`src/rtl/alien_fleet_ctrl.sv`:
```
// Alien formation controller: shared grid origin, march direction, alive mask,
// edge-triggered reversal/drop and kill handling.
module alien_fleet_ctrl #(
  parameter int unsigned COLS      = 8,
  parameter int unsigned ROWS      = 4,
  parameter int unsigned PITCH     = 16,
  parameter int unsigned X_START   = 100,
  parameter int unsigned Y_START   = 40,
  parameter int unsigned X_MIN     = 10,
  parameter int unsigned X_MAX     = 629,
  parameter int unsigned Y_MAX     = 349,
  parameter int unsigned X_STEP    = 4,
  parameter int unsigned Y_STEP    = 8,
  parameter int unsigned FRAME_DIV = 2,
  localparam int unsigned IW       = $clog2(COLS * ROWS)
) (
  input  logic                   Clk,
  input  logic                   Reset_n,
  input  logic                   frame_clk,
  input  logic                   start,
  input  logic                   kill_valid,
  input  logic [IW-1:0]          kill_idx,
  output logic [9:0]             fleet_x,
  output logic [9:0]             fleet_y,
  output logic                   dir,
  output logic [COLS*ROWS-1:0]   alive,
  output logic                   step_pulse,
  output logic                   kill_hit,
  output logic                   landed,
  output logic                   cleared
);

  localparam int unsigned N  = COLS * ROWS;
  localparam int unsigned CW = (COLS > 1) ? $clog2(COLS) : 1;
  localparam int unsigned RW = (ROWS > 1) ? $clog2(ROWS) : 1;
  localparam int unsigned DW = (FRAME_DIV > 1) ? $clog2(FRAME_DIV) : 1;

  typedef enum logic [2:0] {StIdle, StMarch, StDrop, StLanded, StCleared} state_e;

  state_e          state_q, state_d;
  logic [9:0]      fleet_x_q, fleet_x_d;
  logic [9:0]      fleet_y_q, fleet_y_d;
  logic            dir_q, dir_d;
  logic [N-1:0]    alive_q, alive_d;
  logic [DW-1:0]   div_cnt_q, div_cnt_d;
  logic            frame_q;
  logic            step_pulse_q, step_pulse_d;
  logic            kill_hit_q, kill_hit_d;

  logic [COLS-1:0] col_any;
  logic [ROWS-1:0] row_any;
  logic [CW-1:0]   lcol, rcol;
  logic [RW-1:0]   brow;
  logic [10:0]     left_edge, right_edge, drop_y, new_bottom;
  logic            hit_right, hit_left;
  logic            tick, div_last;
  logic [31:0]     kill_idx_ext;
  logic            kill_ok;

  // Occupied extent of the grid, derived from the registered mask.
  always_comb begin
    col_any = '0;
    row_any = '0;
    for (int r = 0; r < int'(ROWS); r++) begin
      for (int c = 0; c < int'(COLS); c++) begin
        if (alive_q[r*COLS+c]) begin
          col_any[c] = 1'b1;
          row_any[r] = 1'b1;
        end
      end
    end
    lcol = '0;
    rcol = '0;
    brow = '0;
    for (int c = int'(COLS) - 1; c >= 0; c--) begin
      if (col_any[c]) lcol = CW'(c);
    end
    for (int c = 0; c < int'(COLS); c++) begin
      if (col_any[c]) rcol = CW'(c);
    end
    for (int r = 0; r < int'(ROWS); r++) begin
      if (row_any[r]) brow = RW'(r);
    end
  end

  always_comb begin
    left_edge  = 11'(fleet_x_q) + 11'(lcol) * 11'(PITCH);
    right_edge = 11'(fleet_x_q) + (11'(rcol) + 11'd1) * 11'(PITCH) - 11'd1;
    drop_y     = 11'(fleet_y_q) + 11'(Y_STEP);
    new_bottom = drop_y + (11'(brow) + 11'd1) * 11'(PITCH) - 11'd1;
    hit_right  = (right_edge + 11'(X_STEP)) > 11'(X_MAX);
    hit_left   = left_edge < 11'(X_MIN + X_STEP);
  end

  assign tick         = frame_clk & ~frame_q;
  assign div_last     = (div_cnt_q == DW'(FRAME_DIV - 1));
  assign kill_idx_ext = 32'(kill_idx);
  assign kill_ok      = kill_valid && (kill_idx_ext < N);

  always_comb begin
    state_d      = state_q;
    fleet_x_d    = fleet_x_q;
    fleet_y_d    = fleet_y_q;
    dir_d        = dir_q;
    alive_d      = alive_q;
    div_cnt_d    = div_cnt_q;
    step_pulse_d = 1'b0;
    kill_hit_d   = 1'b0;

    unique case (state_q)
      StIdle, StLanded, StCleared: begin
        if (start) begin
          fleet_x_d = 10'(X_START);
          fleet_y_d = 10'(Y_START);
          dir_d     = 1'b1;
          alive_d   = '1;
          div_cnt_d = '0;
          state_d   = StMarch;
        end
      end
      StMarch, StDrop: begin
        if (alive_q == '0) begin
          state_d = StCleared;
        end else if (tick) begin
          if (div_last) begin
            div_cnt_d    = '0;
            step_pulse_d = 1'b1;
            if (state_q == StMarch) begin
              // Reaching an edge costs one step with no horizontal move.
              if (dir_q) begin
                if (hit_right) state_d = StDrop;
                else           fleet_x_d = fleet_x_q + 10'(X_STEP);
              end else begin
                if (hit_left) state_d = StDrop;
                else          fleet_x_d = fleet_x_q - 10'(X_STEP);
              end
            end else begin
              fleet_y_d = drop_y[9:0];
              dir_d     = ~dir_q;
              state_d   = (new_bottom >= 11'(Y_MAX)) ? StLanded : StMarch;
            end
          end else begin
            div_cnt_d = div_cnt_q + DW'(1);
          end
        end
      end
      default: state_d = StIdle;
    endcase

    // Kill lands on top of any reload; the hit report reflects the pre-edge mask.
    if (kill_ok) begin
      kill_hit_d        = alive_q[kill_idx];
      alive_d[kill_idx] = 1'b0;
    end
  end

  always_ff @(posedge Clk or negedge Reset_n) begin
    if (!Reset_n) begin
      state_q      <= StIdle;
      fleet_x_q    <= 10'(X_START);
      fleet_y_q    <= 10'(Y_START);
      dir_q        <= 1'b1;
      alive_q      <= '1;
      div_cnt_q    <= '0;
      frame_q      <= 1'b0;
      step_pulse_q <= 1'b0;
      kill_hit_q   <= 1'b0;
    end else begin
      state_q      <= state_d;
      fleet_x_q    <= fleet_x_d;
      fleet_y_q    <= fleet_y_d;
      dir_q        <= dir_d;
      alive_q      <= alive_d;
      div_cnt_q    <= div_cnt_d;
      frame_q      <= frame_clk;
      step_pulse_q <= step_pulse_d;
      kill_hit_q   <= kill_hit_d;
    end
  end

  assign fleet_x    = fleet_x_q;
  assign fleet_y    = fleet_y_q;
  assign dir        = dir_q;
  assign alive      = alive_q;
  assign step_pulse = step_pulse_q;
  assign kill_hit   = kill_hit_q;
  assign landed     = (state_q == StLanded);
  assign cleared    = (state_q == StCleared);

endmodule

```
`config.mk`:
```
export PLATFORM = sky130hd
export DESIGN_NAME = alien_fleet_ctrl
export DESIGN_NICKNAME = d
export VERILOG_FILES = /design/src/rtl/alien_fleet_ctrl.sv
export SDC_FILE = /design/constraint.sdc
export NUM_CORES = 1
export LEC_CHECK = 0
export BUFFER_PORTS_ARGS = -buffer_cell sky130_fd_sc_hd__buf_2
export CORE_ASPECT_RATIO = 0.5
export CORE_MARGIN = 2
export CORE_UTILIZATION = 50
export CTS_BUF_LIST = sky130_fd_sc_hd__clkbuf_4 sky130_fd_sc_hd__clkbuf_8
export DETAILED_ROUTE_END_ITERATION = 6
export PLACE_DENSITY = 0.72
export SLEW_MARGIN = 20
export SYNTH_ARGS = -nofsm -noshare
export SYNTH_HDL_FRONTEND = slang
export SYNTH_SLANG_ARGS = --single-unit
```
`constraint.sdc`:
```
create_clock -name Clk -period 4.15 [get_ports Clk]
set_input_delay 0.6225 -clock Clk [delete_from_list [all_inputs] [get_ports Clk]]
set_output_delay 0.6225 -clock Clk [all_outputs]
set_load 0.01 [all_outputs]
```
# --- Word-level counts from Yosys, hierarchy flattened ---
# Cells that the tools add are included.
# W data, S select, Z words.
totals:
  ff_bits: 60
  in_bits: 10
  out_inout_bits: 57
  word_cells: 181
op_classes:
  addsub: 12
  magnitude_cmp: 6
  n_eq_ne: 16
  muxes: 122
  bitwise_logic: 5
  reduce_logical: 11
op_table:
  columns: ["operator", "n"]
  rows:
  - ["$mux W10", 13]
  - ["$mux W32", 3]
  - ["$mux W1", 74]
  - ["$mux W3", 22]
  - ["$pmux W10 S2", 2]
  - ["$and A32 B32 Y32", 1]
  - ["$logic_not A32 Y1", 1]
  - ["$not A32 Y32", 1]
  - ["$sub A11 B1 Y11 const B", 2]
  - ["$lt A5 B6 Y1 const B", 2]
  - ["$ne A2 B2 Y1 const B", 6]
  - ["$ne A3 B3 Y1 const B", 4]
  - ["$add A10 B4 Y11 const B", 1]
  - ["$add A10 B7 Y11", 1]
  - ["$add A10 B8 Y11", 1]
  - ["$add A11 B3 Y11 const B", 1]
  - ["$add A11 B7 Y11", 1]
  - ["$ge A11 B9 Y1 const B", 1]
  - ["$gt A11 B10 Y1 const B", 1]
  - ["$lt A11 B4 Y1 const B", 1]
  - ["$add A10 B3 Y10 const B", 1]
  - ["$ne A5 B5 Y1 const B", 2]
  - ["$sub A10 B3 Y10 const B", 1]
  - ["$reduce_and A8 Y1", 1]
  - ["other kinds (22)", 28]

# --- Longest topological paths before layout ---
logic_depth:
  word_depth: 23
  depth_mapped: 14
  ltp_nobuf: 14

# --- Worst setup path after synthesis ---
# No wires, ideal clock.
synth_path:
  path_kind: "reg2reg"
  startpoint: "reg alive_q[5] (netlist: alive[5])"
  endpoint: "reg fleet_x_q[4] (netlist: fleet_x[4])"
  setup_time_ns: 0.125
  arrival_time_ns: 3.208
  t_required_ns: 4.025
  slack_ns: 0.817
  stages_incl_launch_ff: 13
  path_buffers: 0
  synth_period_minus_slack_ns: 3.333
  cell_sequence: "dfstp_2 -> or4_1 -> o21ai_0 -> nand2_1 -> ha_1 -> xnor2_1 -> ha_1 -> xor2_1 -> o2111ai_1 -> a211oi_1 -> nand4_1 -> nand2_2 -> mux2_2"
synth_via:
  elab_chain_len: 14
  elab_cells_between_ends: 25
  cone_classes: "5 x add/sub; 2 x order compare; 3 x eq/ne; 13 x mux; 2 x reduce/logical"
synth_lines:
  columns: ["item", "line", "rtl"]
  rows:
  - ["from (decl)", "44", "logic [N-1:0] alive_q, alive_d;"]
  - ["from (signal assigned)", "173", "alive_q <= alive_d;"]
  - ["$mux W1 (4 in a row)", "66", "if (alive_q[r*COLS+c]) begin"]
  - ["$mux W3 (on tied branches) (3 in a row)", "79, 76", null]
  - ["$add A3 B1 Y4 / $mux W3 (equally long branches)", "88, 76", null]
  - ["$add A10 B8 Y11 / $mux W3 (equally long branches)", "88, 76", null]
  - ["$sub A11 B1 Y11 / $mux W3 (equally long branches)", "88, 76", null]
  - ["$add A11 B3 Y11 / $add A10 B7 Y11 (equally long branches)", "91, 87", null]
  - ["$gt A11 B10 Y1 / $lt A11 B4 Y1 (equally long branches)", "91, 92", null]
  - ["$ne A3 B3 Y1 (no line)", null, null]
  - ["$reduce_and A8 Y1 (no line) *", null, null]
  - ["to (signal assigned)", "160", "fleet_x_q <= 10'(X_START);"]
  - ["to (signal assigned)", "170", "fleet_x_q <= fleet_x_d;"]
  - ["to (decl)", "41", "logic [9:0] fleet_x_q, fleet_x_d;"]
# Mark *: on every way between the ends. The rest lies on a longest branch, timed or not.
# A chain may end at the register's enable or synchronous reset.

# --- Final worst setup path ---
layout_path:
  startpoint: "reg alive_q[2] (netlist: alive[2])"
  endpoint: "reg fleet_x_q[4] (netlist: fleet_x[4])"
layout_via:
  elab_chain_len: 17
  elab_cells_between_ends: 25
  cone_classes: "5 x add/sub; 2 x order compare; 3 x eq/ne; 13 x mux; 2 x reduce/logical"
layout_lines:
  columns: ["item", "line", "rtl"]
  rows:
  - ["$mux W1 (4 in a row)", "66", null]
  - ["$mux W3 (6 in a row)", "79", "if (col_any[c]) rcol = CW'(c);"]
  - ["$add A3 B1 Y4", "88", "right_edge = 11'(fleet_x_q) + (11'(rcol) + 11'd1) * 11'(PITCH) - 11'd1;"]
  - ["$add A10 B8 Y11", "88", null]
  - ["$sub A11 B1 Y11", "88", null]
  - ["$add A11 B3 Y11", "91", "hit_right = (right_edge + 11'(X_STEP)) > 11'(X_MAX);"]
  - ["$gt A11 B10 Y1", "91", null]
  - ["$ne A3 B3 Y1 (no line)", null, null]
  - ["$reduce_and A8 Y1 (no line) *", null, null]
# Marked as above.

==> out/metrics.cfg <==
[yosys]
synth_seq_cells = 55
synth_xor_area_frac = 0.0357
async_flop_share = 1.00
avgSynthCellArea_um2 = 9.47
synth-simple-area-share = 0.190
synth_fa_ha_area_frac = 0.0898
synth-edff-count = 0
synth-compound-area-share = 0.211
ys_types = 65
synth_area_um2 = 3930
synth_top_family_by_area = compound AO/OA/AOI/OAI gates
synthFlopType = dfstp_2
netlist_instances = 415
yosys_warnings = 0
synth-seq-area-share = 0.362
synth.area.mux_share = 0.0621

[finish]
stdcell_count = 583
final_common_cell = buf_2
diodes = 0
fin_nets = 511
fill_cells = 691
post-route-util = 0.596
finish.instance_area_um2 = 4440
drive_above_1_share = 0.284
area_growth_pct = 13.1
layout_common_cells = buf_2, a21oi_1, nor2_1, dfstp_2

[sta]
hold_viol_final = 0
fin_tns_setup_ns = 0
fin_crit_sh = 0.927
rsz0062_at_grt = no
tightest_slew_ns = 0.776
final-setup-viol-count = 0
slew_headroom = 0.482
drv_slew = 0
fmax_mhz = 260
finalWorstPathRequiredPeriod_ns = 3.85
clock_skew_ns = 0.00457

[worst_setup_path]
cp_max_fo = 10
cp-start-kind = flop
slowest_stage = nor4_1
crit_type = flop to flop
crit_buf_inv = 0
worstPathRequired_ns = 4.37
max_stage_delay_ns = 0.63
end_kind = flop
crit_top_cell = ha_1
cp_top_family = simple AND/OR/NAND/NOR gates
cp.arrival_ns = 4.07
worstPathCellList = nor4_1 > nand2b_1 > a21oi_1 > o21ai_0 > nand2_1 > ha_1 > xnor2_1 > ha_1 > xor2_1 > o2111ai_1 > a211oi_1 > nand4_1 > nand2_2 > mux2_2

[clock_tree]
root_buffer = clkbuf_8
postCtsResizedCells = 0
cts_hold_buf = 0
postCtsSetupBuffers = 0
cts_buffers = 5
cts_tree = yes
htreeDepth = 2
cts_max_path_buffers = 2
insertion_delay_ns = 0.33
cts.sinks = 55
path_clk_slew_ns = 0.10

[floorplan]
coreArea_um2 = 7460
io_pins = 67
num_rows = 22
die_h_um = 66.7
die_area_um2 = 8630
die_w_um = 129
start_util = 0.527

[status]
status = completed

[route]
met3_length_um = 806
drt-initial-drc-count = 223
drt.antenna.violating_nets = 0
routed-wl-met2_mm = 4.24
dr.pass1.iters = 5
wl_per_cell_um = 17.0
m1WireLength_mm = 4.77
top_layer = met4
viasPerCell = 5.96
via_count = 3477
routed_wl_mm = 9.92
drc_errors = 0

[global_route]
grt_pass1_vias = 3313
grt_max_degree = 36
grt_pass1_wl_mm = 16.6
antenna_found_initial = 0
grt_overflow_total = 0
grt_usage = 0.248

[min_path]
hold_path.class = input port to asynchronous set/reset pin

[place]
gp_congestion = 0.869
numPortBuffers = 61
dp_hpwl_mm = 7.45
dp.cells = 575
dpl_cell_area_um2 = 4330

[power]
vdd_drop_max_uv = 224
p_per_area_nw_per_um2 = 518
leakage_nw = 1.83

[run]
maxCapViolCount = 0

-- power by group --
part	total [mW]	switching, mW	leakage, nW	internal [mW]
Sequential	0.873	0.174	0.625	0.699
Combinational	1.05	0.594	1.14	0.455
Clock	0.379	0.196	0.0591	0.183
Total	2.30	0.965	1.83	1.34
-- final cells by class --
class	count	area, µm²	area share
clock buffer	5	68.8	0.0155
clock inverter	3	45.0	0.0101
inverter	25	93.8	0.0211
multi-input combinational	321	2330	0.525
sequential	55	1420	0.320
tap	108	135	0.0304
timing repair buffer	66	343	0.0771
-- per-stage QoR --
stage	hold WS (ns)	setup WS, ns	power (mW)
final	0.372	0.303	2.30
after global routing	0.403	0.0194	2.47
after CTS	0.381	0.381	2.30
after detailed placement	0.483	0.403	1.91
after global placement	0.474	0.525	1.90
after floorplan	0.327	0.817	1.60
-- final timing paths --
check                      startpoint    endpoint  slack, ns  depth (start not counted)
setup / recovery             alive[2]  fleet_x[4]       0.30                         14
hold reg to reg             div_cnt_q   div_cnt_q       0.50                          1
max in group asynchronous     Reset_n   alive[23]       2.83                          3
min in group Clk            frame_clk     frame_q       0.43                          1
hold / removal                Reset_n    kill_hit       0.37                          1
setup reg to reg             alive[2]  fleet_x[4]       0.30                         14
-- per-layer routing --
metal | GRT usage | vias up
met1 | 0.356 | 1679
li1 | - | 1658
met2 | 0.372 | 131
met3 | 0.0602 | 9
met4 | 0.0693 | 0
met5 | 0 | -
-- cell usage after synthesis, types with 7 or more instances --
| cell type | instances | area (µm²) |
|---|---|---|
| a21oi_1 | 43 | 215 |
| clkbuf_1 | 11 | 41.3 |
| dfrtp_1 | 17 | 425 |
| dfstp_2 | 38 | 998 |
| ha_1 | 25 | 313 |
| inv_1 | 25 | 93.8 |
| mux4_2 | 8 | 180 |
| nand2_1 | 23 | 86.3 |
| nand3_1 | 10 | 50.1 |
| nor2_1 | 38 | 143 |
| nor3_1 | 14 | 70.1 |
| nor4_1 | 11 | 68.8 |
| o21ai_0 | 8 | 40.0 |
| o22a_1 | 12 | 105 |
| or4_1 | 9 | 67.6 |
| xnor2_1 | 9 | 78.8 |
| xor2_1 | 7 | 61.3 |
-- cells by family after synthesis --
kind of cell | count (synthesis)
and+or+nand+nor | 142
adders and majority gates | 27
other | 1
DFF | 55
xor gates and xnor gates | 16
muxes | 14
buffers and inverters | 43
AOI/OAI and AO/OA | 117
-- sequential cells by signal, summed over array words and instances (netlist names) --
name,flops
alive,32
fleet_x,8
fleet_y,7
state_q,3
dir,1
div_cnt_q,1
frame_q,1
kill_hit,1
step_pulse,1
Note: power is estimated with default switching activity, not from simulation.
